--- config.mk ---
export PLATFORM = sky130hd
export DESIGN_NAME = evt_dispatcher_mc
export DESIGN_NICKNAME = d
export VERILOG_FILES = /design/src/rtl/evt_dispatcher_pkg.sv /design/src/rtl/evt_dispatcher_mc_fifo.sv /design/src/rtl/evt_dispatcher_mc.sv
export SDC_FILE = /design/constraint.sdc
export NUM_CORES = 1
export LEC_CHECK = 0
export CAP_MARGIN = 20
export CELL_PAD_IN_SITES_DETAIL_PLACEMENT = 1
export CELL_PAD_IN_SITES_GLOBAL_PLACEMENT = 2
export CORE_ASPECT_RATIO = 0.8
export CORE_UTILIZATION = 40
export DETAILED_ROUTE_END_ITERATION = 12
export PLACE_DENSITY = 0.79
export SLEW_MARGIN = 20
export SYNTH_ARGS = -nofsm -noshare
export SYNTH_HDL_FRONTEND = slang
export SYNTH_SLANG_ARGS = --single-unit
--- constraint.sdc ---
create_clock -name clk -period 7.3 [get_ports clk]
set_clock_uncertainty 0.1 [all_clocks]
set_input_delay 0.73 -clock clk [delete_from_list [all_inputs] [get_ports clk]]
set_output_delay 0.73 -clock clk [all_outputs]
set_load 0.01 [all_outputs]
--- src/rtl/evt_dispatcher_pkg.sv ---
// Shared constants, event type and arbiter helper for the event dispatcher.
package evt_dispatcher_pkg;

  localparam int NUM_CH_DEF       = 4;
  localparam int PACKET_BITS_DEF  = 72;
  localparam int KEY_LSB_DEF      = 8;
  localparam int EVT_BITS_DEF     = 32;
  localparam int FIFO_DEPTH_DEF   = 16;
  localparam int EVT_CNT_BITS_DEF = 10;
  localparam int TCK_CNT_BITS_DEF = 32;

  typedef logic [EVT_BITS_DEF-1:0] evt_t;

  // Channel index reached by stepping offs places past base, modulo n.
  function automatic int rr_index(input int base, input int offs, input int n);
    int s;
    s = base + offs;
    return (s >= n) ? s - n : s;
  endfunction

endpackage

--- src/rtl/evt_dispatcher_mc_fifo.sv ---
// Synchronous event FIFO; read data is the head word, consumed on rd_en.
module evt_fifo #(
  parameter int WIDTH = 32,
  parameter int DEPTH = 16
) (
  input  logic                     clk,
  input  logic                     reset_n,
  input  logic                     wr_en,
  input  logic [WIDTH-1:0]         wr_data,
  input  logic                     rd_en,
  output logic [WIDTH-1:0]         rd_data,
  output logic                     full,
  output logic                     empty,
  output logic [$clog2(DEPTH):0]   count
);
  localparam int AW = $clog2(DEPTH);

  logic [WIDTH-1:0] mem [DEPTH];
  logic [AW-1:0]    wr_ptr_reg;
  logic [AW-1:0]    rd_ptr_reg;
  logic [AW:0]      count_reg;

  // Storage carries no reset so it maps onto RAM; only the pointers are cleared.
  always_ff @(posedge clk) begin
    if (wr_en) mem[wr_ptr_reg] <= wr_data;
  end

  always_ff @(posedge clk or negedge reset_n) begin
    if (!reset_n) begin
      wr_ptr_reg <= '0;
      rd_ptr_reg <= '0;
      count_reg  <= '0;
    end else begin
      if (wr_en) wr_ptr_reg <= wr_ptr_reg + AW'(1);
      if (rd_en) rd_ptr_reg <= rd_ptr_reg + AW'(1);
      case ({wr_en, rd_en})
        2'b10:   count_reg <= count_reg + (AW+1)'(1);
        2'b01:   count_reg <= count_reg - (AW+1)'(1);
        default: count_reg <= count_reg;
      endcase
    end
  end

  assign rd_data = mem[rd_ptr_reg];
  assign full    = (count_reg == (AW+1)'(DEPTH));
  assign empty   = (count_reg == '0);
  assign count   = count_reg;

endmodule

--- src/rtl/evt_dispatcher_mc.sv ---
// Round-robin packet intake, shared event FIFO and AXI-Stream framing with size/tick close.
module evt_dispatcher_mc
  import evt_dispatcher_pkg::*;
#(
  parameter int NUM_CH       = NUM_CH_DEF,
  parameter int PACKET_BITS  = PACKET_BITS_DEF,
  parameter int KEY_LSB      = KEY_LSB_DEF,
  parameter int EVT_BITS     = EVT_BITS_DEF,
  parameter int FIFO_DEPTH   = FIFO_DEPTH_DEF,
  parameter int EVT_CNT_BITS = EVT_CNT_BITS_DEF,
  parameter int TCK_CNT_BITS = TCK_CNT_BITS_DEF
) (
  input  logic                          clk,
  input  logic                          reset_n,
  input  logic [NUM_CH*PACKET_BITS-1:0] pkt_data_in,
  input  logic [NUM_CH-1:0]             pkt_vld_in,
  output logic [NUM_CH-1:0]             pkt_rdy_out,
  input  logic [EVT_CNT_BITS-1:0]       output_size_in,
  input  logic [TCK_CNT_BITS-1:0]       output_tick_in,
  input  logic                          drop_mode_in,
  output logic [EVT_BITS-1:0]           evt_data_out,
  output logic [EVT_BITS/8-1:0]         evt_keep_out,
  output logic                          evt_last_out,
  output logic                          evt_vld_out,
  input  logic                          evt_rdy_in,
  output logic [NUM_CH-1:0]             drp_cnt_out
);
  localparam int CH_W = (NUM_CH > 1) ? $clog2(NUM_CH) : 1;
  localparam int AW   = $clog2(FIFO_DEPTH);
  localparam logic [TCK_CNT_BITS-1:0] TCK_MAX = '1;

  logic [CH_W-1:0]         rr_ptr_reg, rr_ptr_next;
  logic [CH_W-1:0]         rr_cand;
  logic [CH_W-1:0]         grant_idx;
  logic [NUM_CH-1:0]       grant;
  logic                    grant_vld;
  logic [EVT_BITS-1:0]     chan_key [NUM_CH];
  logic                    ready_en_reg;
  logic                    accept_ok, pkt_hs, fifo_wr, pkt_drop;
  logic [NUM_CH-1:0]       drp_reg;

  logic                    fifo_full, fifo_empty;
  logic [AW:0]             fifo_count;
  logic [EVT_BITS-1:0]     fifo_rd_data;

  logic                    hold_vld_reg, hold_load;
  logic [EVT_BITS-1:0]     hold_data_reg;
  logic                    pres_reg, pres_last_reg;
  logic                    frame_open_reg, first_load, out_hs, last_hs;
  logic [EVT_CNT_BITS-1:0] frame_cnt_reg, size_m1;
  logic [TCK_CNT_BITS-1:0] tick_reg;
  logic                    size_hit, tick_hit, present_ok, last_comb;
  logic                    unused_ok;

  // Lowest offset from the pointer wins, so scan offsets from high to low.
  always_comb begin
    rr_cand   = '0;
    grant_idx = rr_ptr_reg;
    grant_vld = 1'b0;
    grant     = '0;
    for (int k = NUM_CH - 1; k >= 0; k--) begin
      rr_cand = CH_W'(rr_index(int'(rr_ptr_reg), k, NUM_CH));
      if (pkt_vld_in[rr_cand]) begin
        grant_idx = rr_cand;
        grant_vld = 1'b1;
      end
    end
    if (grant_vld) grant[grant_idx] = 1'b1;
  end

  assign accept_ok = ready_en_reg && (!fifo_full || drop_mode_in);
  assign pkt_hs    = grant_vld && accept_ok;

  generate
    for (genvar gi = 0; gi < NUM_CH; gi++) begin : g_chan
      assign chan_key[gi]    = pkt_data_in[gi*PACKET_BITS + KEY_LSB +: EVT_BITS];
      assign pkt_rdy_out[gi] = grant[gi] && accept_ok;
      assign drp_cnt_out[gi] = drp_reg[gi];
    end
  endgenerate

  always_comb begin
    rr_ptr_next = rr_ptr_reg;
    if (pkt_hs)
      rr_ptr_next = (grant_idx == CH_W'(NUM_CH - 1)) ? '0 : grant_idx + CH_W'(1);
  end

  // A full FIFO still takes a word when the hold register drains it this cycle.
  assign hold_load = !fifo_empty && (!hold_vld_reg || out_hs);
  assign fifo_wr   = pkt_hs && (!fifo_full || hold_load);
  assign pkt_drop  = pkt_hs && !fifo_wr;

  evt_fifo #(
    .WIDTH (EVT_BITS),
    .DEPTH (FIFO_DEPTH)
  ) u_fifo (
    .clk     (clk),
    .reset_n (reset_n),
    .wr_en   (fifo_wr),
    .wr_data (chan_key[grant_idx]),
    .rd_en   (hold_load),
    .rd_data (fifo_rd_data),
    .full    (fifo_full),
    .empty   (fifo_empty),
    .count   (fifo_count)
  );

  // >= rather than == so a size lowered mid-frame closes the frame at once.
  assign size_m1    = (output_size_in == '0) ? '0 : output_size_in - EVT_CNT_BITS'(1);
  assign size_hit   = (frame_cnt_reg >= size_m1);
  assign tick_hit   = (output_tick_in != '0) && (tick_reg >= output_tick_in);
  assign present_ok = !fifo_empty || size_hit || tick_hit;
  assign last_comb  = size_hit || tick_hit;

  // Once presented, the word and its last flag are frozen until accepted.
  assign evt_vld_out  = hold_vld_reg && (pres_reg || present_ok);
  assign evt_last_out = evt_vld_out && (pres_reg ? pres_last_reg : last_comb);
  assign evt_data_out = hold_data_reg;
  assign evt_keep_out = {(EVT_BITS/8){evt_vld_out}};

  assign out_hs     = evt_vld_out && evt_rdy_in;
  assign last_hs    = out_hs && evt_last_out;
  assign first_load = hold_load && (!frame_open_reg || last_hs);

  always_ff @(posedge clk or negedge reset_n) begin
    if (!reset_n) begin
      ready_en_reg   <= 1'b0;
      rr_ptr_reg     <= '0;
      drp_reg        <= '0;
      hold_vld_reg   <= 1'b0;
      hold_data_reg  <= '0;
      pres_reg       <= 1'b0;
      pres_last_reg  <= 1'b0;
      frame_open_reg <= 1'b0;
      frame_cnt_reg  <= '0;
      tick_reg       <= '0;
    end else begin
      ready_en_reg  <= 1'b1;
      rr_ptr_reg    <= rr_ptr_next;
      drp_reg       <= pkt_drop ? grant : '0;
      pres_reg      <= evt_vld_out && !evt_rdy_in;
      pres_last_reg <= evt_last_out;

      if (hold_load) begin
        hold_vld_reg  <= 1'b1;
        hold_data_reg <= fifo_rd_data;
      end else if (out_hs) begin
        hold_vld_reg  <= 1'b0;
      end

      if (out_hs)
        frame_cnt_reg <= evt_last_out ? '0 : frame_cnt_reg + EVT_CNT_BITS'(1);

      if (first_load)   frame_open_reg <= 1'b1;
      else if (last_hs) frame_open_reg <= 1'b0;

      if (first_load)
        tick_reg <= '0;
      else if (frame_open_reg && !last_hs && tick_reg != TCK_MAX)
        tick_reg <= tick_reg + TCK_CNT_BITS'(1);
    end
  end

  assign unused_ok = ^{pkt_data_in, fifo_count};

endmodule
## Word level (Yosys, flattened, before mapping)

Memory sizes are Yosys's and may differ from the RTL's. A register that Yosys moved wholly into a read port is not among the register bits.
Index checks and enable logic that the tools add are counted.
W data, S select, Z words.

| storage, ports and cells | value |
|---|---|
| memories | 1 |
| input port bits | 338 |
| latch bits | 0 |
| ROM bits | 0 |
| output and inout port bits | 46 |
| logic and storage cells | 129 |
| register bits | 66 |
| bits in writable memories | 512 |

| operators by class | value |
|---|---|
| reduce and logical (&&, ||, !) cells | 42 |
| $add $sub $neg | 15 |
| div/mod/pow operators | 0 |
| bitwise gates (word level) | 1 |
| multipliers | 0 |
| shifts and indexed selects | 0 |
| magnitude comparators | 13 |
| muxes and demuxes | 40 |
| eq/ne operators | 5 |

Memory list:

| memory | words | bits a word | rd ports | clocked after memory_dff | write ports | RTL line | RTL |
|---|---|---|---|---|---|---|---|
| u_fifo.mem | 16 | 32 | 1 | 1 | 1 | evt_dispatcher_mc_fifo.sv:18 | `logic [WIDTH-1:0] mem [DEPTH];` |

Operators by type and width:

| operator | number |
|---|---|
| $mux W32 | 4 |
| $bmux W32 S2 | 1 |
| $add A32 B1 Y32 const B | 1 |
| $ge A32 B32 Y1 | 1 |
| $ne A32 B32 Y1 const B | 1 |
| $reduce_bool A32 Y1 | 1 |
| $mux W10 | 2 |
| $logic_and A1 B1 Y1 | 19 |
| $mux W2 | 9 |
| $mux W1 | 16 |
| $lt A2 B3 Y1 const B | 5 |
| $ge A3 B3 Y1 const B | 4 |
| $add A10 B1 Y10 const B | 1 |
| $ge A10 B10 Y1 | 1 |
| $logic_not A10 Y1 | 1 |
| $pmux W5 S2 | 1 |
| $sub A10 B1 Y10 const B | 1 |
| $add A4 B1 Y4 const B | 2 |
| $bmux W1 S2 | 4 |
| $logic_not A1 Y1 | 8 |
| $logic_or A1 B1 Y1 | 8 |
| $mux W4 | 2 |
| $reduce_bool A2 Y1 | 4 |
| $sub A2 B1 Y2 const B | 4 |
| 13 further kinds | 15 |

## Depth between registers and ports, before layout

Gate-level depths: netlist (run 1).

| depth | value |
|---|---|
| word-level depth | 15 |
| depth in mapped cells | 17 |
| gate-level depth less buffers | 15 |

## Cells and area by module

Synthesis (run 1) repeated with hierarchy kept, for this count alone.

| second synthesis, totals | value |
|---|---|
| cells, all modules | 1767 |
| area total of the unflattened synthesis | 26501.7 um2 |

By module, submodules not included:

| module | cells an instance | seq. area each (um2) | times used | area an instance (um2) |
|---|---|---|---|---|
| evt_fifo | 886 | 15700.1 | 1 | 19991.7 |
| evt_dispatcher_mc | 881 | 2127.0 | 1 | 6510.0 |

## Worst setup path before layout (run 1)

No wires, ideal clock.

| timing path | value |
|---|---|
| path kind | input-to-reg |
| start | in evt_rdy_in |
| end | mem u_fifo.mem[0][0] (enable) |
| data arrival time | 4780 ps |
| cell stages on the path | 5 |
| path slack | 1918 ps |
| buffers on the path | 0 |
| data required time | 6698 ps |
| library setup time | 502 ps |
| path through | nand2b_1 -> nor2_1 -> nor3_1 -> inv_1 -> nor4_1 |

| on the way | value |
|---|---|
| word-level cells in the longest chain between the ends | 7 |

RTL lines:

| element | RTL line | RTL |
|---|---|---|
| from (decl) | evt_dispatcher_mc.sv:25 | `input logic evt_rdy_in,` |
| $logic_and A1 B1 Y1 | evt_dispatcher_mc.sv:121 | `assign out_hs = evt_vld_out && evt_rdy_in;` |
| $logic_or A1 B1 Y1 | evt_dispatcher_mc.sv:89 | `assign hold_load = !fifo_empty && (!hold_vld_reg \|\| out_hs);` |
| $logic_and A1 B1 Y1 | evt_dispatcher_mc.sv:89 |  |
| $logic_or A1 B1 Y1 | evt_dispatcher_mc.sv:90 | `assign fifo_wr = pkt_hs && (!fifo_full \|\| hold_load);` |
| $logic_and A1 B1 Y1 | evt_dispatcher_mc.sv:90 |  |
| $mux W1 | evt_dispatcher_mc_fifo.sv:25 | `if (wr_en) mem[wr_ptr_reg] <= wr_data;` |
| $mux W1 (implied by the code) | evt_dispatcher_mc_fifo.sv:25 |  |
| to (decl) | evt_dispatcher_mc_fifo.sv:18 |  |

Every way passes these cells.

## Final worst setup path (run 1)

| timing path | value |
|---|---|
| start | in output_size_in[3] |
| end | out evt_keep_out[2] |

| on the way | value |
|---|---|
| word-level cells in the longest chain between the ends | 7 |
| elaborated cells between the ends (all ways) | 8 |
| those cells by class | 1 x add/sub; 1 x order compare; 1 x mux; 5 x reduce/logical |

RTL lines:

| element | RTL line | RTL |
|---|---|---|
| from (decl) | evt_dispatcher_mc.sv:18 | `input logic [EVT_CNT_BITS-1:0] output_size_in,` |
| $sub A10 B1 Y10 or $logic_not A10 Y1 (tied branches) | evt_dispatcher_mc.sv:109 | `assign size_m1 = (output_size_in == '0) ? '0 : output_size_in - EVT_CNT_BITS'(1);` |
| $mux W10 * | evt_dispatcher_mc.sv:109 |  |
| $ge A10 B10 Y1 * | evt_dispatcher_mc.sv:110 | `assign size_hit = (frame_cnt_reg >= size_m1);` |
| $logic_or A1 B1 Y1 * (2 in a row) | evt_dispatcher_mc.sv:112 | `assign present_ok = !fifo_empty \|\| size_hit \|\| tick_hit;` |
| $logic_or A1 B1 Y1 * | evt_dispatcher_mc.sv:116 | `assign evt_vld_out = hold_vld_reg && (pres_reg \|\| present_ok);` |
| $logic_and A1 B1 Y1 * | evt_dispatcher_mc.sv:116 |  |
| to (decl) | evt_dispatcher_mc.sv:22 | `output logic [EVT_BITS/8-1:0] evt_keep_out,` |

Every way passes the cells marked *; elsewhere a longest branch is shown, timed or not.

==> run_summary.xml, run 1 <==
<?xml version="1.0" encoding="UTF-8"?>
<metrics>
  <group name="outcome">
    <metric name="run_status" unit="">complete, but fails checks</metric>
    <metric name="failing_checks" unit="">design-rule violations</metric>
  </group>
  <group name="cts">
    <metric name="maximum_clock_path_buffer_count" unit="">3</metric>
    <metric name="clockRootBuffer" unit="">sky130_fd_sc_hd__clkbuf_16</metric>
    <metric name="cts-buffers-inserted" unit="">59</metric>
    <metric name="tritoncts" unit="">built</metric>
    <metric name="h_tree_depth" unit="">2</metric>
    <metric name="path_clk_slew" unit="ns">0.06</metric>
    <metric name="post_cts_resized" unit="">0</metric>
    <metric name="clk_latency" unit="ns">0.62</metric>
    <metric name="postCtsHoldBufs" unit="">0</metric>
    <metric name="post_cts_setup_driven_buffer_insertion_count" unit="">0</metric>
    <metric name="numClockSinks" unit="">610</metric>
  </group>
  <group name="placement">
    <metric name="place_inst" unit="">2562</metric>
    <metric name="gpl.final_weighted_congestion" unit="">0.7969</metric>
    <metric name="io_buffers" unit="">223</metric>
    <metric name="hpwlAfterDp" unit="um">40870</metric>
  </group>
  <group name="timing">
    <metric name="fmaxAchievable" unit="GHz">0.1548</metric>
    <metric name="setup_total_negative_slack" unit="ns">0</metric>
    <metric name="finalHoldViolCount" unit="">0</metric>
    <metric name="min_period" unit="ns">6.459</metric>
    <metric name="rsz0062_at_grt" unit="">no</metric>
    <metric name="hold_ws" unit="ns">0.06092</metric>
    <metric name="period_share" unit="%">88.47</metric>
    <metric name="timing.final.setup_violations" unit="">0</metric>
    <metric name="relSlewSlack" unit="%">22.89</metric>
    <metric name="worst_pin_slew" unit="ns">1.157</metric>
    <metric name="finalMaxSlewViolations" unit="">0</metric>
  </group>
  <group name="route">
    <metric name="drt_iter0_drc" unit="">1400</metric>
    <metric name="avgViaCountPerCell" unit="">5.692</metric>
    <metric name="finalWirelength" unit="um">68120</metric>
    <metric name="drt_first_pass_iters" unit="">10</metric>
    <metric name="ant_nets" unit="">0</metric>
    <metric name="detailroute.via_count" unit="">15220</metric>
    <metric name="post_drt_wl_per_cell" unit="um">25.47</metric>
    <metric name="drc" unit="">12</metric>
  </group>
  <group name="power">
    <metric name="pwr_density_cell" unit="nW/um2">370.2</metric>
    <metric name="max-vdd-ir-drop" unit="mV">0.1999</metric>
    <metric name="leakagePower" unit="nW">11.16</metric>
  </group>
  <group name="finish">
    <metric name="insertedDiodeCount" unit="">0</metric>
    <metric name="finish.cell_count_without_fillers" unit="">2674</metric>
    <metric name="numnets_final" unit="">2172</metric>
    <metric name="max_reg_flops" unit="">512</metric>
    <metric name="fill_cells" unit="">6133</metric>
    <metric name="area.growth.synth_to_final" unit="%">20.02</metric>
    <metric name="proportion_of_layout_cells_with_a_drive_suffix_above_1" unit="%">16.06</metric>
  </group>
  <group name="run">
    <metric name="maxCapViolCount" unit="">0</metric>
  </group>
  <group name="global_routing">
    <metric name="vias_in_the_first_global_route" unit="">16280</metric>
    <metric name="grt-ovfl-total" unit="">0</metric>
    <metric name="gr-usage-all-layers" unit="%">20.80</metric>
    <metric name="grt_first_pass_wirelength" unit="um">102200</metric>
    <metric name="antenna_found_initial" unit="">1</metric>
    <metric name="grt_max_degree" unit="">71</metric>
  </group>
  <group name="yosys">
    <metric name="number_of_instances_in_the_synthesized_netlist" unit="">1535</metric>
    <metric name="synth_area" unit="um2">26110</metric>
    <metric name="synth.ff_latch_count" unit="">610</metric>
    <metric name="postSynth.asyncResetShare" unit="%">16.07</metric>
    <metric name="synthesis.area_per_instance" unit="um2">17.01</metric>
    <metric name="synth_seq_area_share" unit="%">68.28</metric>
    <metric name="syn-num-nets" unit="">1933</metric>
    <metric name="synth_cell_type_count" unit="">59</metric>
    <metric name="synth-main-ff-cell" unit="">sky130_fd_sc_hd__edfxtp_1</metric>
    <metric name="yosys_warnings" unit="">0</metric>
    <metric name="number_of_flops_mapped_to_enable_cells_by_yosys" unit="">512</metric>
  </group>
  <group name="floorplanning">
    <metric name="fp.dieArea" unit="um2">66310</metric>
    <metric name="num_io_pins" unit="">384</metric>
    <metric name="floorplan.initialDensity" unit="%">40.55</metric>
    <metric name="rows" unit="">83</metric>
    <metric name="chipHeight" unit="um">230.5</metric>
    <metric name="die_x" unit="um">287.6</metric>
    <metric name="core-area" unit="um2">64390</metric>
  </group>
  <group name="setup_path">
    <metric name="critical_path_arrival" unit="ns">5.63</metric>
    <metric name="critPathMaxFanout" unit="">9</metric>
    <metric name="startpoint_type" unit="">primary input</metric>
    <metric name="critPathCaptureType" unit="">output pin</metric>
    <metric name="cp_cell_sequence" unit="">clkdlybuf4s50_1 -&gt; or4_1 -&gt; nor3_1 -&gt; nand3_1 -&gt; nand2_1 -&gt; ha_1 -&gt; a21o_1 -&gt; a21o_1 -&gt; a2111oi_2 -&gt; o21ai_0 -&gt; nor3_1 -&gt; a21boi_0 -&gt; clkdlybuf4s50_1</metric>
    <metric name="criticalPathCategory" unit="">in2out</metric>
    <metric name="critical_path.max_stage_delay" unit="ns">0.64</metric>
    <metric name="crit_slowest_cell" unit="">sky130_fd_sc_hd__nor3_1</metric>
    <metric name="worstPathRequired" unit="ns">6.47</metric>
  </group>
  <group name="hold_path">
    <metric name="worstHoldPathType" unit="">in2async</metric>
  </group>
</metrics>
cell usage after synthesis, drive strengths merged (25+ instances only):
library cell | number | area share [%]
a221oi | 26 | 0.87
nor2 | 44 | 0.63
mux4 | 142 | 12
o21ai | 52 | 1.0
clkbuf | 48 | 0.69
nand2 | 104 | 1.5
a21o | 31 | 0.89
mux2i | 55 | 2.1
dfrtp | 98 | 9.4
buf | 29 | 0.57
edfxtp | 512 | 59
inv | 60 | 0.86
a21oi | 32 | 0.61
ha | 59 | 2.8
a222oi | 25 | 0.96
final timing paths:
kind                                        start                    to  slack (ns)  cells past startpoint
worst max-delay path            output_size_in[3]       evt_keep_out[2]        0.84                     13
worst min-delay path                      reset_n         rr_ptr_reg[0]        0.06                      1
worst max register to register    u_fifo.count[1]       u_fifo.count[4]        2.85                     15
worst min register to register   evt_data_out[30]      evt_data_out[30]        0.38                      2
max in group asynchronous                 reset_n  u_fifo.rd_ptr_reg[1]        5.64                      2
min in group clk                 evt_data_out[30]      evt_data_out[30]        0.38                      2
through the flow:
stage	power [mW]	instance area (um2)	setup slack, ns	util (%)
5_1_grt	12.11	31340	0.4823	48.67
3_5_place_dp	8.721	29430	0.8902	45.72
2_1_floorplan	7.288	26110	1.918	-
4_1_cts	11.71	31310	0.8622	48.63
6_report	11.60	31340	0.8414	48.67
3_3_place_gp	8.560	29430	1.022	45.72
final cells by class:
class / instances / area (um2) / area share (%)
timing repair buffer: 255 / 2502 / 7.985
clock buffer: 81 / 1609 / 5.135
clock inverter: 30 / 266.5 / 0.8504
sequential: 610 / 17830 / 56.91
inverter: 60 / 225.2 / 0.7187
multi-input combinational: 788 / 7836 / 25.01
tap: 850 / 1064 / 3.394
placed cells by master (no fill, tap or decap), types with 15 or more instances in the layout:
cell,n
sky130_fd_sc_hd__a21o_1,31
sky130_fd_sc_hd__a21oi_1,32
sky130_fd_sc_hd__a221oi_1,26
sky130_fd_sc_hd__a222oi_1,25
sky130_fd_sc_hd__and3_1,19
sky130_fd_sc_hd__buf_4,31
sky130_fd_sc_hd__clkbuf_1,17
sky130_fd_sc_hd__clkbuf_16,59
sky130_fd_sc_hd__clkdlybuf4s50_1,222
sky130_fd_sc_hd__dfrtp_1,96
sky130_fd_sc_hd__edfxtp_1,512
sky130_fd_sc_hd__ha_1,59
sky130_fd_sc_hd__inv_1,60
sky130_fd_sc_hd__mux2i_1,55
sky130_fd_sc_hd__mux4_2,142
sky130_fd_sc_hd__nand2_1,102
sky130_fd_sc_hd__nand3_1,20
sky130_fd_sc_hd__nand4_1,18
sky130_fd_sc_hd__nor2_1,39
sky130_fd_sc_hd__nor3_1,19
sky130_fd_sc_hd__o21ai_0,50
sky130_fd_sc_hd__xnor2_1,15
kinds of logic (layout without fill, tap and decap cells):
logic type	count (synthesis)	count (layout)	synth area share (%)
AND/OR/NAND/NOR	283	283	5.295
buffers and inverters	137	426	2.118
XOR/XNOR	28	28	0.9393
AO/OA/AOI/OAI	217	217	6.009
adder cells (fa/ha/maj)	60	60	2.904
flip-flops	610	610	68.28
other	1	1	0.01436
multiplexers	199	199	14.44
per-layer routing:
layer	part of all wire, %	track usage [%]	routed length, um	vias up
met1	45	28.97	30350	8056
met3	5.3	3.093	3584	79
li1	-	-	-	6646
met5	0.019	0	13	-
met2	48	34.26	32890	438
met4	1.9	5.219	1282	2
power breakdown:
group / internal [mW] / switching (mW)
clock network: 1.68 / 1.30
registers: 4.62 / 0.351
logic: 1.57 / 2.08
critical path, delay by kind of cell:
family | cells | cell delay [ns]
AOI/OAI and AO/OA | 5 | 1.51
adders and majority gates | 1 | 0.26
and+or+nand+nor | 5 | 2.05
buffers and inverters | 2 | 1.07
No activity file was read; power rests on OpenSTA's default activity.
==> run 2, diff against run 1 <==
--- a/config.mk
+++ b/config.mk
@@ -11,7 +11,7 @@
 export CORE_ASPECT_RATIO = 0.8
 export CORE_UTILIZATION = 40
 export DETAILED_ROUTE_END_ITERATION = 12
-export PLACE_DENSITY = 0.79
+export PLACE_DENSITY = 0.76
 export SLEW_MARGIN = 20
 export SYNTH_ARGS = -nofsm -noshare
 export SYNTH_HDL_FRONTEND = slang
==> constraint.sdc (replaced) <==
create_clock -name clk -period 7.2 [get_ports clk]
set_clock_uncertainty 0.1 [all_clocks]
set_input_delay 0.72 -clock clk [delete_from_list [all_inputs] [get_ports clk]]
set_output_delay 0.72 -clock clk [all_outputs]
set_load 0.01 [all_outputs]
==> run 2 against run 1 <==
Compared with the run above: the run still ends with design-rule violations left; cell area up 0.24%; die area did not move; non-clock buffer count shrank 7; critical path depth unchanged; cell count shrank 0.19%; sequential cell count unchanged; critical endpoint unchanged.
==> run_summary.xml, run 2 (synthesis results as in run 1) <==
<?xml version="1.0" encoding="UTF-8"?>
<metrics>
  <group name="outcome">
    <metric name="run_status" unit="">complete, but fails checks</metric>
    <metric name="failing_checks" unit="">design-rule violations</metric>
  </group>
  <group name="placement">
    <metric name="hpwlAfterDp" unit="um">39870</metric>
    <metric name="post_dp_cell_area" unit="um2">29390</metric>
    <metric name="place_inst" unit="">2556</metric>
    <metric name="io_buffers" unit="">223</metric>
    <metric name="place_ws" unit="ns">0.9360</metric>
    <metric name="gpl.final_weighted_congestion" unit="">0.8083</metric>
  </group>
  <group name="route">
    <metric name="drc" unit="">12</metric>
    <metric name="finalWirelength" unit="um">66650</metric>
    <metric name="avgViaCountPerCell" unit="">5.615</metric>
    <metric name="post_drt_wl_per_cell" unit="um">24.97</metric>
    <metric name="ant_nets" unit="">0</metric>
    <metric name="drt_first_pass_iters" unit="">10</metric>
    <metric name="drt_iter0_drc" unit="">1260</metric>
    <metric name="detailroute.via_count" unit="">14990</metric>
  </group>
  <group name="timing">
    <metric name="period_share" unit="%">86.97</metric>
    <metric name="min_period" unit="ns">6.262</metric>
    <metric name="rsz0062_at_grt" unit="">no</metric>
    <metric name="worst_pin_slew" unit="ns">1.104</metric>
    <metric name="postLayoutSetupSlackWorst" unit="ns">0.9380</metric>
    <metric name="finalMaxSlewViolations" unit="">0</metric>
    <metric name="hold_ws" unit="ns">0.04177</metric>
    <metric name="setup_total_negative_slack" unit="ns">0</metric>
    <metric name="fmaxAchievable" unit="GHz">0.1597</metric>
    <metric name="timing.final.setup_violations" unit="">0</metric>
    <metric name="finalHoldViolCount" unit="">0</metric>
    <metric name="relSlewSlack" unit="%">26.40</metric>
  </group>
  <group name="finish">
    <metric name="mostFrequentLayoutCells" unit="">sky130_fd_sc_hd__edfxtp_1, sky130_fd_sc_hd__clkdlybuf4s50_1, sky130_fd_sc_hd__mux4_2</metric>
    <metric name="area.growth.synth_to_final" unit="%">20.30</metric>
    <metric name="proportion_of_layout_cells_with_a_drive_suffix_above_1" unit="%">16.49</metric>
    <metric name="max_reg_flops" unit="">512</metric>
    <metric name="fill_cells" unit="">6139</metric>
    <metric name="layout.cells.most_common" unit="">sky130_fd_sc_hd__edfxtp_1</metric>
    <metric name="finish.cell_count_without_fillers" unit="">2669</metric>
    <metric name="insertedDiodeCount" unit="">0</metric>
    <metric name="finished_cell_area" unit="um2">31410</metric>
    <metric name="fin_util" unit="%">48.79</metric>
    <metric name="numnets_final" unit="">2166</metric>
  </group>
  <group name="floorplanning">
    <metric name="fp.dieArea" unit="um2">66310</metric>
    <metric name="rows" unit="">83</metric>
    <metric name="core-area" unit="um2">64390</metric>
    <metric name="floorplan.initialDensity" unit="%">40.55</metric>
    <metric name="num_io_pins" unit="">384</metric>
    <metric name="die_x" unit="um">287.6</metric>
    <metric name="chipHeight" unit="um">230.5</metric>
  </group>
  <group name="cts">
    <metric name="clockRootBuffer" unit="">sky130_fd_sc_hd__clkbuf_16</metric>
    <metric name="postCtsHoldBufs" unit="">0</metric>
    <metric name="cts-buffers-inserted" unit="">60</metric>
    <metric name="clk_latency" unit="ns">0.62</metric>
    <metric name="h_tree_depth" unit="">2</metric>
    <metric name="post_cts_setup_driven_buffer_insertion_count" unit="">0</metric>
    <metric name="post_cts_resized" unit="">0</metric>
    <metric name="path_clk_slew" unit="ns">0.06</metric>
    <metric name="maximum_clock_path_buffer_count" unit="">3</metric>
    <metric name="numClockSinks" unit="">610</metric>
    <metric name="tritoncts" unit="">built</metric>
  </group>
  <group name="power">
    <metric name="seq_power_share" unit="%">42.2</metric>
    <metric name="cell_internal_pwr" unit="mW">8.116</metric>
    <metric name="switching_power" unit="mW">3.789</metric>
    <metric name="max-vdd-ir-drop" unit="mV">0.2927</metric>
    <metric name="pwr_density_cell" unit="nW/um2">379.0</metric>
    <metric name="power" unit="mW">11.90</metric>
    <metric name="clock_network_fraction_of_total_power" unit="%">26.9</metric>
    <metric name="power.combinational.fraction" unit="%">30.9</metric>
    <metric name="leakagePower" unit="nW">11.18</metric>
    <metric name="power_switching_share" unit="%">31.83</metric>
  </group>
  <group name="run">
    <metric name="maxCapViolCount" unit="">0</metric>
  </group>
  <group name="setup_path">
    <metric name="critical_path.max_stage_delay" unit="ns">0.59</metric>
    <metric name="timing.critical_path.max_delay_family" unit="">simple AND/OR/NAND/NOR gates</metric>
    <metric name="crit_slowest_cell" unit="">sky130_fd_sc_hd__or4_1</metric>
    <metric name="startpoint_type" unit="">primary input</metric>
    <metric name="cp_cell_sequence" unit="">clkdlybuf4s50_1 -&gt; or4_1 -&gt; nor3_1 -&gt; nand3_1 -&gt; nand2_1 -&gt; ha_1 -&gt; o2111ai_1 -&gt; a211oi_1 -&gt; a2111oi_2 -&gt; o21ai_0 -&gt; nor3_1 -&gt; a21boi_0 -&gt; clkdlybuf4s50_1</metric>
    <metric name="worst_setup_path_startpoint" unit="">output_size_in[3]</metric>
    <metric name="crit-reg2reg-launch" unit="">u_fifo.count[0]</metric>
    <metric name="worstPathBufferInverterCount" unit="">2</metric>
    <metric name="critical_path_arrival" unit="ns">5.44</metric>
    <metric name="critPathCaptureType" unit="">output pin</metric>
    <metric name="reg2reg_depth" unit="">15</metric>
    <metric name="worstPathRequired" unit="ns">6.38</metric>
    <metric name="cp.depth" unit="">13</metric>
    <metric name="critPathMaxFanout" unit="">9</metric>
    <metric name="criticalPathCategory" unit="">in2out</metric>
  </group>
  <group name="hold_path">
    <metric name="worstHoldPathType" unit="">in2async</metric>
  </group>
  <group name="global_routing">
    <metric name="grt-ovfl-total" unit="">0</metric>
    <metric name="antenna_found_initial" unit="">1</metric>
    <metric name="gr-usage-all-layers" unit="%">20.39</metric>
    <metric name="vias_in_the_first_global_route" unit="">16050</metric>
    <metric name="grt_max_degree" unit="">89</metric>
    <metric name="grt_first_pass_wirelength" unit="um">100700</metric>
  </group>
</metrics>
## run 2: cell count changes in the layout (fill, tap and decap cells not counted), moves of 2 or more
cell,before,now
sky130_fd_sc_hd__buf_4,31,25
sky130_fd_sc_hd__bufinv_16,4,8
sky130_fd_sc_hd__clkbuf_1,17,7
sky130_fd_sc_hd__clkbuf_8,5,3
sky130_fd_sc_hd__clkinv_1,10,8
sky130_fd_sc_hd__clkinv_2,11,15
sky130_fd_sc_hd__clkinvlp_4,1,5
sky130_fd_sc_hd__inv_6,1,4
## run 2: layer usage
| metal | wire length, um | vias to the layer above | part of all wire (%) | global-route usage, % |
|---|---|---|---|---|
| met2 | 31650 | 400 | 47 | 32.87 |
| met3 | 3651 | 67 | 5.5 | 3.172 |
| met4 | 1038 | 0 | 1.6 | 4.372 |
| met1 | 30320 | 7881 | 45 | 29.24 |
| li1 | - | 6639 | - | - |
| met5 | 0 | - | 0 | 0 |
## run 2: final timing paths
path                                   endpoint  slack (ns)
setup / recovery                evt_keep_out[2]        0.94
hold / removal                    pres_last_reg        0.04
setup reg to reg                u_fifo.count[4]        2.80
hold reg to reg                evt_data_out[29]        0.38
max in group asynchronous  u_fifo.rd_ptr_reg[0]        5.55
min in group clk               evt_data_out[29]        0.38
## run 2: worst reg2reg max path: stages (launching register included)
cell	delay (ns)
sky130_fd_sc_hd__dfrtp_1	0.43
sky130_fd_sc_hd__nor4_1	0.36
sky130_fd_sc_hd__nor2b_1	0.52
sky130_fd_sc_hd__inv_1	0.11
sky130_fd_sc_hd__nand2_2	0.08
sky130_fd_sc_hd__buf_4	0.60
sky130_fd_sc_hd__inv_1	0.53
sky130_fd_sc_hd__ha_1	0.41
sky130_fd_sc_hd__inv_1	0.14
sky130_fd_sc_hd__fa_1	0.23
sky130_fd_sc_hd__inv_1	0.05
sky130_fd_sc_hd__a21o_1	0.17
sky130_fd_sc_hd__a21oi_1	0.16
sky130_fd_sc_hd__xnor2_1	0.14
sky130_fd_sc_hd__nor2_1	0.08
sky130_fd_sc_hd__xor2_1	0.15
## run 2: final cells by class
type / instances / area [um2] / area share, %
Sequential cell: 610 / 17830 / 56.78
Multi-Input combinational cell: 788 / 7838 / 24.95
Timing Repair Buffer: 248 / 2430 / 7.736
Clock buffer: 70 / 1569 / 4.995
Tap cell: 850 / 1064 / 3.386
Clock inverter: 43 / 451.7 / 1.438
Inverter: 60 / 225.2 / 0.7170
## run 2: power groups by stage
stage	Combinational (mW)	Sequential [mW]	Clock, mW
final	3.68	5.02	3.20
after global routing	3.99	5.08	3.38
after CTS	3.72	5.03	3.26
after detailed placement	3.70	5.10	0
after global placement	3.60	5.07	0
after floorplan	2.45	4.93	0
==> run 3, diff against run 2 <==
--- a/config.mk
+++ b/config.mk
@@ -10,6 +10,7 @@
 export CELL_PAD_IN_SITES_GLOBAL_PLACEMENT = 2
 export CORE_ASPECT_RATIO = 0.8
 export CORE_UTILIZATION = 40
+export CTS_BUF_LIST = sky130_fd_sc_hd__clkbuf_4 sky130_fd_sc_hd__clkbuf_8 sky130_fd_sc_hd__clkbuf_16
 export DETAILED_ROUTE_END_ITERATION = 12
 export PLACE_DENSITY = 0.76
 export SLEW_MARGIN = 20
==> run 3 against run 2 <==
Compared with the run above: the flow still finishes with violations (design-rule violations); first-iteration DRC count is essentially flat; critical endpoint unchanged; combinational power barely moved; sequential cell count unchanged; global-route usage hardly changed; worst setup slack improved by 0.0017 ns; sequential power about the same; utilization barely moved; via count barely moved; critical path depth unchanged; die area did not move; cell count unchanged.
==> run_summary.xml, run 3 (synthesis results as in run 1) <==
<?xml version="1.0" encoding="UTF-8"?>
<metrics>
  <group name="finish">
    <metric name="fin_util" unit="%">48.83</metric>
    <metric name="area.growth.synth_to_final" unit="%">20.40</metric>
    <metric name="proportion_of_layout_cells_with_a_drive_suffix_above_1" unit="%">16.88</metric>
    <metric name="mostFrequentLayoutCells" unit="">sky130_fd_sc_hd__edfxtp_1, sky130_fd_sc_hd__clkdlybuf4s50_1, sky130_fd_sc_hd__mux4_2</metric>
    <metric name="finish.cell_count_without_fillers" unit="">2669</metric>
    <metric name="numnets_final" unit="">2166</metric>
    <metric name="layout.cells.most_common" unit="">sky130_fd_sc_hd__edfxtp_1</metric>
    <metric name="max_reg_flops" unit="">512</metric>
    <metric name="finished_cell_area" unit="um2">31440</metric>
    <metric name="insertedDiodeCount" unit="">0</metric>
  </group>
  <group name="route">
    <metric name="post_drt_wl_per_cell" unit="um">24.96</metric>
    <metric name="ant_nets" unit="">0</metric>
    <metric name="drt_iter0_drc" unit="">1259</metric>
    <metric name="drt_first_pass_iters" unit="">9</metric>
    <metric name="detailroute.via_count" unit="">14990</metric>
    <metric name="avgViaCountPerCell" unit="">5.618</metric>
    <metric name="finalWirelength" unit="um">66620</metric>
    <metric name="drc" unit="">12</metric>
  </group>
  <group name="cts">
    <metric name="h_tree_depth" unit="">2</metric>
    <metric name="post_cts_setup_driven_buffer_insertion_count" unit="">0</metric>
    <metric name="clockRootBuffer" unit="">sky130_fd_sc_hd__clkbuf_16</metric>
    <metric name="maximum_clock_path_buffer_count" unit="">3</metric>
    <metric name="numClockSinks" unit="">610</metric>
    <metric name="cts-buffers-inserted" unit="">60</metric>
    <metric name="path_clk_slew" unit="ns">0.06</metric>
    <metric name="postCtsHoldBufs" unit="">0</metric>
    <metric name="tritoncts" unit="">built</metric>
    <metric name="clk_latency" unit="ns">0.62</metric>
    <metric name="post_cts_resized" unit="">0</metric>
  </group>
  <group name="power">
    <metric name="max-vdd-ir-drop" unit="mV">0.2918</metric>
    <metric name="leakagePower" unit="nW">11.21</metric>
    <metric name="pwr_density_cell" unit="nW/um2">379.3</metric>
    <metric name="power" unit="mW">11.92</metric>
  </group>
  <group name="floorplanning">
    <metric name="chipHeight" unit="um">230.5</metric>
    <metric name="num_io_pins" unit="">384</metric>
    <metric name="die_x" unit="um">287.6</metric>
    <metric name="fp.dieArea" unit="um2">66310</metric>
    <metric name="floorplan.initialDensity" unit="%">40.55</metric>
    <metric name="rows" unit="">83</metric>
    <metric name="core-area" unit="um2">64390</metric>
  </group>
  <group name="outcome">
    <metric name="failing_checks" unit="">design-rule violations</metric>
    <metric name="run_status" unit="">complete, but fails checks</metric>
  </group>
  <group name="setup_path">
    <metric name="criticalPathCategory" unit="">in2out</metric>
    <metric name="r2r_setup_slack" unit="ns">2.82</metric>
    <metric name="critPathCaptureType" unit="">output pin</metric>
    <metric name="crit-reg2reg-launch" unit="">u_fifo.count[0]</metric>
    <metric name="reg2reg_depth" unit="">15</metric>
    <metric name="worst_setup_path_startpoint" unit="">output_size_in[3]</metric>
    <metric name="r2r-end" unit="">u_fifo.count[4]</metric>
    <metric name="critPathMaxFanout" unit="">9</metric>
    <metric name="critical_path_arrival" unit="ns">5.44</metric>
    <metric name="startpoint_type" unit="">primary input</metric>
    <metric name="worstPathRequired" unit="ns">6.38</metric>
  </group>
  <group name="timing">
    <metric name="finalHoldViolCount" unit="">0</metric>
    <metric name="min_period" unit="ns">6.260</metric>
    <metric name="timing.final.setup_violations" unit="">0</metric>
    <metric name="worst_pin_slew" unit="ns">1.098</metric>
    <metric name="fmaxAchievable" unit="GHz">0.1597</metric>
    <metric name="finalMaxSlewViolations" unit="">0</metric>
    <metric name="period_share" unit="%">86.95</metric>
    <metric name="setup_total_negative_slack" unit="ns">0</metric>
    <metric name="relSlewSlack" unit="%">26.80</metric>
    <metric name="rsz0062_at_grt" unit="">no</metric>
  </group>
  <group name="global_routing">
    <metric name="grt-ovfl-total" unit="">0</metric>
    <metric name="vias_in_the_first_global_route" unit="">16020</metric>
    <metric name="antenna_found_initial" unit="">1</metric>
    <metric name="grt_first_pass_wirelength" unit="um">100700</metric>
    <metric name="gr-usage-all-layers" unit="%">20.39</metric>
    <metric name="grt_max_degree" unit="">89</metric>
  </group>
  <group name="placement">
    <metric name="post_dp_cell_area" unit="um2">29390</metric>
    <metric name="hpwlAfterDp" unit="um">39870</metric>
    <metric name="place_inst" unit="">2556</metric>
    <metric name="gpl.final_weighted_congestion" unit="">0.8083</metric>
    <metric name="io_buffers" unit="">223</metric>
  </group>
  <group name="run">
    <metric name="maxCapViolCount" unit="">0</metric>
  </group>
  <group name="hold_path">
    <metric name="worstHoldPathType" unit="">in2async</metric>
  </group>
</metrics>
-- run 3: how the worst max path moves through the flow --
stage / to / slack (ns) / cells past startpoint
floorplan: u_fifo.mem[0][0] / 1.83 / 5
global placement: evt_vld_out / 0.99 / 13
finish: evt_keep_out[2] / 0.94 / 13
global route: evt_vld_out / 0.47 / 13
CTS: evt_keep_out[2] / 0.90 / 13
detailed placement: evt_keep_out[2] / 0.94 / 13
-- run 3: per-stage QoR --
step           setup slack [ns]  hold slack [ns]
5_1_grt                  0.4741          0.07505
4_1_cts                  0.9034          0.04537
3_3_place_gp             0.9933           0.3669
3_5_place_dp             0.9360           0.3700
2_1_floorplan             1.828           0.3244
6_report                 0.9397          0.04200
-- run 3: where the power goes --
group          leakage, nW  internal [mW]  total (mW)  switching (mW)
sequential            5.87           4.69        5.02           0.336
combinational         4.32           1.58        3.68            2.10
clock                 1.01           1.88        3.23            1.35
-- run 3: worst max-delay path, stage by stage --
cell and delay, ns:
sky130_fd_sc_hd__clkdlybuf4s50_1 0.49, sky130_fd_sc_hd__or4_1 0.59, sky130_fd_sc_hd__nor3_1 0.32, sky130_fd_sc_hd__nand3_1 0.32, sky130_fd_sc_hd__nand2_1 0.14, sky130_fd_sc_hd__ha_1 0.25, sky130_fd_sc_hd__o2111ai_1 0.27, sky130_fd_sc_hd__a211oi_1 0.10
sky130_fd_sc_hd__a2111oi_2 0.43, sky130_fd_sc_hd__o21ai_0 0.32, sky130_fd_sc_hd__nor3_1 0.59, sky130_fd_sc_hd__a21boi_0 0.33, sky130_fd_sc_hd__clkdlybuf4s50_1 0.56
-- run 3: area by class of cell --
type | instances | area (um2)
Inverter | 60 | 225.2
Clock buffer | 70 | 1595
Tap cell | 850 | 1064
Timing Repair Buffer | 248 | 2430
Multi-Input combinational cell | 788 | 7838
Clock inverter | 43 | 451.7
Fill cell | 6147 | 32950
Sequential cell | 610 | 17830
-- run 3: per-layer routing --
metal,routed length [um],part of all wire (%),track usage (%)
met1,30360,46,29.34
met2,31630,47,32.77
met3,3587,5.4,3.172
met4,1051,1.6,4.355
met5,0,0,0
